**src/rtl/mem_access_if.sv**
```systemverilog
// Data-cache request/hit handshake between the memory stage (master) and the dcache (slave).
interface mem_access_if;
  logic        dREN;
  logic        dWEN;
  logic [31:0] daddr;
  logic [31:0] dstore;
  logic        dhit;
  logic [31:0] dload;

  modport master (output dREN, dWEN, daddr, dstore, input dhit, dload);
  modport slave  (input dREN, dWEN, daddr, dstore, output dhit, dload);
endinterface

```
**src/rtl/mem_access.sv**
```systemverilog
// Pipeline memory stage: issues dcache loads/stores via a request/hit handshake,
// stalls upstream while an access is outstanding, and produces the MEM/WB latch.
module mem_access #(
  parameter int TIMEOUT = 64,
  parameter int CW      = 7
) (
  input  logic                CLK,
  input  logic                nRST,
  input  logic                ex_valid,
  input  logic                ex_dREN,
  input  logic                ex_dWEN,
  input  logic [31:0]         ex_addr,
  input  logic [31:0]         ex_store,
  input  logic [31:0]         ex_result,
  input  logic                ex_RegW,
  input  logic [4:0]          ex_wsel,
  input  logic                ex_halt,
  input  logic [31:0]         ex_npc,
  mem_access_if.master        dc,
  output logic                mem_stall,
  output logic                wb_valid,
  output logic                wb_RegW,
  output logic [4:0]          wb_wsel,
  output logic [31:0]         wb_wdat,
  output logic                wb_halt,
  output logic [31:0]         wb_npc,
  output logic                mem_err
);
  typedef enum logic [1:0] {IDLE = 2'd0, WAIT = 2'd1, HALTED = 2'd2} state_t;

  localparam logic [CW-1:0] CNT_ONE = {{(CW-1){1'b0}}, 1'b1};
  localparam logic [CW-1:0] CNT_MAX = {CW{1'b1}};
  localparam logic [CW-1:0] CNT_TMO = CW'(TIMEOUT);

  state_t        state_q, state_d;
  logic          dREN_q, dREN_d, dWEN_q, dWEN_d;
  logic [31:0]   daddr_q, daddr_d, dstore_q, dstore_d;
  logic [CW-1:0] cnt_q, cnt_d;
  logic          hold_RegW_q, hold_RegW_d;
  logic [4:0]    hold_wsel_q, hold_wsel_d;
  logic [31:0]   hold_npc_q, hold_npc_d;
  logic          wb_valid_q, wb_valid_d, wb_RegW_q, wb_RegW_d;
  logic [4:0]    wb_wsel_q, wb_wsel_d;
  logic [31:0]   wb_wdat_q, wb_wdat_d, wb_npc_q, wb_npc_d;
  logic          wb_halt_q, wb_halt_d, mem_err_q, mem_err_d;
  logic          mem_op_s, misaligned_s, mem_stall_s;

  assign mem_op_s     = ex_valid & (ex_dREN | ex_dWEN);
  assign misaligned_s = (ex_addr[1:0] != 2'b00);

  // Next-state, request and writeback computation
  always_comb begin
    state_d     = state_q;
    dREN_d      = dREN_q;
    dWEN_d      = dWEN_q;
    daddr_d     = daddr_q;
    dstore_d    = dstore_q;
    cnt_d       = cnt_q;
    hold_RegW_d = hold_RegW_q;
    hold_wsel_d = hold_wsel_q;
    hold_npc_d  = hold_npc_q;
    wb_valid_d  = 1'b0;
    wb_RegW_d   = 1'b0;
    wb_wsel_d   = wb_wsel_q;
    wb_wdat_d   = wb_wdat_q;
    wb_npc_d    = wb_npc_q;
    wb_halt_d   = wb_halt_q;
    mem_err_d   = mem_err_q;
    mem_stall_s = 1'b0;
    case (state_q)
      IDLE: begin
        // HALT wins over any memory flags carried with it
        if (ex_valid && ex_halt) begin
          wb_valid_d = 1'b1;
          wb_RegW_d  = ex_RegW;
          wb_wsel_d  = ex_wsel;
          wb_wdat_d  = ex_result;
          wb_npc_d   = ex_npc;
          wb_halt_d  = 1'b1;
          state_d    = HALTED;
        end else if (mem_op_s && misaligned_s) begin
          mem_err_d = 1'b1;
          wb_wsel_d = ex_wsel;
          wb_wdat_d = ex_result;
          wb_npc_d  = ex_npc;
        end else if (mem_op_s) begin
          mem_stall_s = 1'b1;
          dREN_d      = ex_dREN;
          dWEN_d      = ex_dWEN & ~ex_dREN;
          daddr_d     = ex_addr;
          dstore_d    = ex_store;
          cnt_d       = {CW{1'b0}};
          hold_RegW_d = ex_RegW;
          hold_wsel_d = ex_wsel;
          hold_npc_d  = ex_npc;
          state_d     = WAIT;
        end else begin
          wb_valid_d = ex_valid;
          wb_RegW_d  = ex_valid & ex_RegW;
          wb_wsel_d  = ex_wsel;
          wb_wdat_d  = ex_result;
          wb_npc_d   = ex_npc;
        end
      end
      WAIT: begin
        mem_stall_s = 1'b1;
        if (dc.dhit) begin
          wb_valid_d = 1'b1;
          wb_RegW_d  = hold_RegW_q & dREN_q;
          wb_wsel_d  = hold_wsel_q;
          wb_wdat_d  = dREN_q ? dc.dload : 32'h0000_0000;
          wb_npc_d   = hold_npc_q;
          dREN_d     = 1'b0;
          dWEN_d     = 1'b0;
          daddr_d    = 32'h0000_0000;
          dstore_d   = 32'h0000_0000;
          state_d    = IDLE;
        end else begin
          // Timeout only flags the error; the access is never abandoned
          cnt_d = (cnt_q == CNT_MAX) ? cnt_q : (cnt_q + CNT_ONE);
          if (cnt_d == CNT_TMO) begin
            mem_err_d = 1'b1;
          end else begin
            mem_err_d = mem_err_q;
          end
        end
      end
      HALTED: begin
        mem_stall_s = 1'b1;
      end
      default: begin
        state_d = IDLE;
        dREN_d  = 1'b0;
        dWEN_d  = 1'b0;
      end
    endcase
  end

  // State and MEM/WB registers; reset abandons any request in flight
  always_ff @(posedge CLK or negedge nRST) begin
    if (!nRST) begin
      state_q     <= IDLE;
      dREN_q      <= 1'b0;
      dWEN_q      <= 1'b0;
      daddr_q     <= 32'h0000_0000;
      dstore_q    <= 32'h0000_0000;
      cnt_q       <= {CW{1'b0}};
      hold_RegW_q <= 1'b0;
      hold_wsel_q <= 5'd0;
      hold_npc_q  <= 32'h0000_0000;
      wb_valid_q  <= 1'b0;
      wb_RegW_q   <= 1'b0;
      wb_wsel_q   <= 5'd0;
      wb_wdat_q   <= 32'h0000_0000;
      wb_npc_q    <= 32'h0000_0000;
      wb_halt_q   <= 1'b0;
      mem_err_q   <= 1'b0;
    end else begin
      state_q     <= state_d;
      dREN_q      <= dREN_d;
      dWEN_q      <= dWEN_d;
      daddr_q     <= daddr_d;
      dstore_q    <= dstore_d;
      cnt_q       <= cnt_d;
      hold_RegW_q <= hold_RegW_d;
      hold_wsel_q <= hold_wsel_d;
      hold_npc_q  <= hold_npc_d;
      wb_valid_q  <= wb_valid_d;
      wb_RegW_q   <= wb_RegW_d;
      wb_wsel_q   <= wb_wsel_d;
      wb_wdat_q   <= wb_wdat_d;
      wb_npc_q    <= wb_npc_d;
      wb_halt_q   <= wb_halt_d;
      mem_err_q   <= mem_err_d;
    end
  end

  assign dc.dREN   = dREN_q;
  assign dc.dWEN   = dWEN_q;
  assign dc.daddr  = daddr_q;
  assign dc.dstore = dstore_q;
  assign mem_stall = mem_stall_s;
  assign wb_valid  = wb_valid_q;
  assign wb_RegW   = wb_RegW_q;
  assign wb_wsel   = wb_wsel_q;
  assign wb_wdat   = wb_wdat_q;
  assign wb_halt   = wb_halt_q;
  assign wb_npc    = wb_npc_q;
  assign mem_err   = mem_err_q;
endmodule

```
**src/flat_wrapper.sv**
```systemverilog
// flat-port wrapper written by rule: the top's interface ports become plain ports
module mem_access_flat 
#(
  parameter int TIMEOUT = 64,
  parameter int CW      = 7
)
  (CLK, nRST, ex_valid, ex_dREN, ex_dWEN, ex_addr, ex_store, ex_result, ex_RegW, ex_wsel, ex_halt, ex_npc, mem_stall, wb_valid, wb_RegW, wb_wsel, wb_wdat, wb_halt, wb_npc, mem_err, dc_dREN, dc_dWEN, dc_daddr, dc_dstore, dc_dhit, dc_dload);
  mem_access_if dc_i ();
  input  logic CLK;
  input  logic nRST;
  input  logic ex_valid;
  input  logic ex_dREN;
  input  logic ex_dWEN;
  input  logic [31:0] ex_addr;
  input  logic [31:0] ex_store;
  input  logic [31:0] ex_result;
  input  logic ex_RegW;
  input  logic [4:0] ex_wsel;
  input  logic ex_halt;
  input  logic [31:0] ex_npc;
  output logic mem_stall;
  output logic wb_valid;
  output logic wb_RegW;
  output logic [4:0] wb_wsel;
  output logic [31:0] wb_wdat;
  output logic wb_halt;
  output logic [31:0] wb_npc;
  output logic mem_err;
  output wire logic [$bits(dc_i.dREN)-1:0] dc_dREN;
  output wire logic [$bits(dc_i.dWEN)-1:0] dc_dWEN;
  output wire logic [$bits(dc_i.daddr)-1:0] dc_daddr;
  output wire logic [$bits(dc_i.dstore)-1:0] dc_dstore;
  input wire logic [$bits(dc_i.dhit)-1:0] dc_dhit;
  input wire logic [$bits(dc_i.dload)-1:0] dc_dload;
  assign dc_dREN = dc_i.dREN;
  assign dc_dWEN = dc_i.dWEN;
  assign dc_daddr = dc_i.daddr;
  assign dc_dstore = dc_i.dstore;
  assign dc_i.dhit = dc_dhit;
  assign dc_i.dload = dc_dload;
  mem_access #(.TIMEOUT(TIMEOUT), .CW(CW)) u_core (.CLK(CLK), .nRST(nRST), .ex_valid(ex_valid), .ex_dREN(ex_dREN), .ex_dWEN(ex_dWEN), .ex_addr(ex_addr), .ex_store(ex_store), .ex_result(ex_result), .ex_RegW(ex_RegW), .ex_wsel(ex_wsel), .ex_halt(ex_halt), .ex_npc(ex_npc), .dc(dc_i), .mem_stall(mem_stall), .wb_valid(wb_valid), .wb_RegW(wb_RegW), .wb_wsel(wb_wsel), .wb_wdat(wb_wdat), .wb_halt(wb_halt), .wb_npc(wb_npc), .mem_err(mem_err));
endmodule
```
**config.mk**
```make
export PLATFORM = sky130hd
export DESIGN_NAME = mem_access_flat
export DESIGN_NICKNAME = d
export VERILOG_FILES = /design/src/rtl/mem_access_if.sv /design/src/rtl/mem_access.sv /design/src/flat_wrapper.sv
export SDC_FILE = /design/constraint.sdc
export NUM_CORES = 1
export LEC_CHECK = 0
export BUFFER_PORTS_ARGS = -buffer_cell sky130_fd_sc_hd__buf_2
export CAP_MARGIN = 20
export CORE_MARGIN = 1
export CORE_UTILIZATION = 31
export CTS_BUF_LIST = sky130_fd_sc_hd__clkbuf_8
export CTS_CLUSTER_DIAMETER = 30
export DETAILED_ROUTE_END_ITERATION = 10
export PLACE_DENSITY = 0.64
export SETUP_SLACK_MARGIN = 0.2
export SLEW_MARGIN = 20
export SYNTH_ARGS = -nofsm -noshare
export SYNTH_HDL_FRONTEND = slang
export SYNTH_SLANG_ARGS = --single-unit
```
**constraint.sdc**
```tcl
create_clock -name CLK -period 1.7 [get_ports CLK]
set_input_delay 0.085 -clock CLK [delete_from_list [all_inputs] [get_ports CLK]]
set_output_delay 0.085 -clock CLK [all_outputs]
set_load 0.05 [all_outputs]
```
==> run_results.csv <==
group,metric,value,unit
floorplanning,die_h,169,µm
placed_design,pre_cts_slack,-117,ps
synth,synth_nets,911,
synth,yosysTopAreaCellShare,54.1,%
status,violations,"setup timing",
timing,period_share,113,%
synth,yosys_warnings,0,
setup_path,required,2100,ps
cts,cts.sinks,186,
floorplanning,ios,313,
cts,ctsRootBufferMaster,"clkbuf_8",
grt,overflow,0,
status,outcome,"finished with violations",
timing,max_slew.worst_pin.slew,529,ps
drt,vias,7852,
final_layout,antenna_cells,0,
drt,drt_iter0_markers,337,
power_and_ir_drop,power.total,0.0302,W
drt,dr.pass1.iters,7,
cts,insertion_delay,490,ps
grt,grt_max_degree,58,
final_layout,synthToLayoutAreaGrowth,66.4,%
cts,cts_tree,"yes",
final_layout,final_area,14300,µm²
timing,finalHoldViolCount,0,
placed_design,postPlaceCellArea,11000,µm²
placed_design,dp_hpwl,16500,µm
grt,grt_use_total,19.2,%
cts,clkTransAtPathRegs,110,ps
synth,ys.flop_type,"dfrtp_1",
placed_design,numPortBuffers,312,
drt,drcViolationCount,0,
grt,met1_usage,21.6,%
grt,met2_usage,32.7,%
synth,netlist_top_cells_area,"dfrtp_1 (54%), mux2_4 (10%), nor2b_1 (7.1%)",
placed_design,place_congestion,0.765,
setup_path,critPathKind,"flop to flop",
power_and_ir_drop,ir_worst_vdd,1.55,mV
floorplanning,dieArea,28400,µm²
timing,setup_viol,170,
timing,slew_violations,0,
setup_path,cp-start-kind,"flop",
grt,gr-max-usage-layer,"met2",
final_layout,postLayoutCoreUtil,52.8,%
drt,drtAntennaViolNets,0,
grt,grt_pass1_wl,42700,µm
timing,slew_headroom,64.7,%
run,maxCapViolCount,0,
setup_path,cp-end-kind,"flop",
synth,syn_area,8600,µm²
synth,avgSynthCellArea,11.7,µm²
power_and_ir_drop,p_leak,6.67,nW
grt,antenna_found_initial,0,
grt,grt_pass1_vias,8209,
timing,finalCriticalPeriod,1920,ps
drt,drt_wl_total,29400,µm
synth,ys_ff_latch,186,
final_layout,layout.nets,1442,
final_layout,mostFrequentLayoutCell,"buf_2",
setup_path,cp_max_fo,14,
synth,synth_cells,733,
synth,seq_area_frac_synth,54.1,%
timing,fmax,521,MHz
drt,wl_per_cell,17.8,µm
timing,fin_ws,-219,ps
drt,viasPerCell,4.76,
final_layout,layout_common_cells,"buf_2 (310), dfrtp_1 (185), dlygate4sd3_1 (159)",
synth,synth-edff-count,0,
power_and_ir_drop,powerDensity,2110,nW/µm²
floorplanning,initial_utilization,31.7,%
timing,tns,-23000,ps
cts,cts_inserted_buffers,17,
final_layout,drive_gt1_share,49.0,%
synth,synth_top_area_cell,"dfrtp_1",
floorplanning,core_area,27100,µm²
setup_path,arrival,2320,ps
hold_path,hold_class,"input port to flop",
floorplanning,fp.dieW,169,µm
cts,htree_levels,4,
timing,fin_skew,26.1,ps
grt,grt_use_met3,6.24,%
synth,synth_cell_types,41,
floorplanning,row_count,60,
timing,rsz0062_at_grt,"yes",
cts,cts_buffer_depth,2,
synth,synthArstFlopShare,100,%
[sequential cells by signal, indices dropped and copies added, names as in the netlist]
name,flops
u_core.hold_npc_q,32
u_core.hold_RegW_q,1
u_core.wb_wdat,32
u_core.dc.daddr,32
u_core.wb_valid,1
u_core.hold_wsel_q,5
u_core.wb_halt,1
u_core.dc.dREN,1
u_core.dc.dstore,32
u_core.dc.dWEN,1
u_core.wb_npc,32
u_core.mem_err,1
u_core.cnt_q,7
u_core.wb_wsel,5
u_core.wb_RegW,1
u_core.state_q,2
[metal layers]
| metal | routed length, µm | up-vias |
|---|---|---|
| li1 | - | 3604 |
| met1 | 11700 | 3853 |
| met2 | 14500 | 321 |
| met3 | 2100 | 74 |
| met4 | 1110 | 0 |
| met5 | 0 | - |
[through the flow]
step,hold WS [ps],instances
2_1_floorplan,-211,733
3_3_place_gp,111,1416
3_5_place_dp,114,1416
4_1_cts,3.83,1632
5_1_grt,17.7,1648
6_report,3.17,1648
[power breakdown]
group | total [W] | internal (W) | leakage [nW] | switching (W)
clock network | 0.00302 | 0.00137 | 0.193 | 0.00165
logic | 0.0193 | 0.00772 | 4.27 | 0.0116
registers | 0.00795 | 0.00659 | 2.20 | 0.00136
total | 0.0302 | 0.0157 | 6.67 | 0.0146
[final cells by class]
| cell class | instances | area [µm²] |
|---|---|---|
| Clock inverter | 12 | 125 |
| Multi-Input combinational cell | 491 | 4190 |
| Sequential cell | 186 | 4660 |
| Inverter | 5 | 18.8 |
| Clock buffer | 19 | 262 |
| Tap cell | 372 | 465 |
| Fill cell | 2267 | 12800 |
| Timing Repair Buffer | 563 | 4590 |
[synthesized netlist by cell type (7+ instances only)]
library cell,count
dfrtp_1,186
a21oi_1,112
nor2b_1,97
nor2_1,70
mux2_4,58
mux2_2,42
mux2i_1,38
clkbuf_1,34
buf_2,8
nand3_1,8
a31oi_1,7
buf_6,7
nand2_1,7
[final timing paths]
path | to | depth (start not counted) | start | slack (ps)
max in group asynchronous | u_core.hold_npc_q[19]$_DFFE_PN0P_ | 3 | nRST | 920
min in group asynchronous | u_core.wb_wdat[28]$_DFFE_PN0P_ | 2 | nRST | 150
max reg2reg | u_core.wb_wsel[2]$_DFFE_PN0P_ | 10 | u_core.state_q[0]$_DFFE_PN0P_ | -220
min reg2reg | u_core.wb_halt$_DFFE_PN0P_ | 1 | u_core.wb_halt$_DFFE_PN0P_ | 480
max | u_core.wb_wsel[2]$_DFFE_PN0P_ | 10 | u_core.state_q[0]$_DFFE_PN0P_ | -220
min | u_core.wb_wdat[4]$_DFFE_PN0P_ | 4 | ex_result[4] | 3
[cell families (layout without fill, tap and decap cells)]
kind of cell | Yosys count | count (layout) | synth area share [%]
and+or+nand+nor | 206 | 206 | 12.7
DFF | 186 | 186 | 54.1
AOI/OAI and AO/OA | 141 | 141 | 9.01
muxes | 138 | 138 | 20.1
buffers and inverters | 56 | 599 | 3.23
adders and majority gates | 5 | 5 | 0.728
xor gates and xnor gates | 1 | 1 | 0.102
[critical path, cell delays in order, from the launching register on]
cell and delay, ps:
dfrtp_1 420, buf_6 130, ha_4 160, mux2i_4 190, buf_6 130, a31oi_4 160, buf_12 150, buf_12 150
buf_16 150, nor2_1 50, a21oi_1 140
[what timing repair did]
action,in CTS,in global routing
resized for setup,53,133
hold endpoints to repair,309,0
pin swaps,13,7
hold buffers,159,0
setup buffers,19,6
endpoints found under the setup margin,182,186
gates cloned,7,10
No activity file was read; power rests on OpenSTA's default activity.
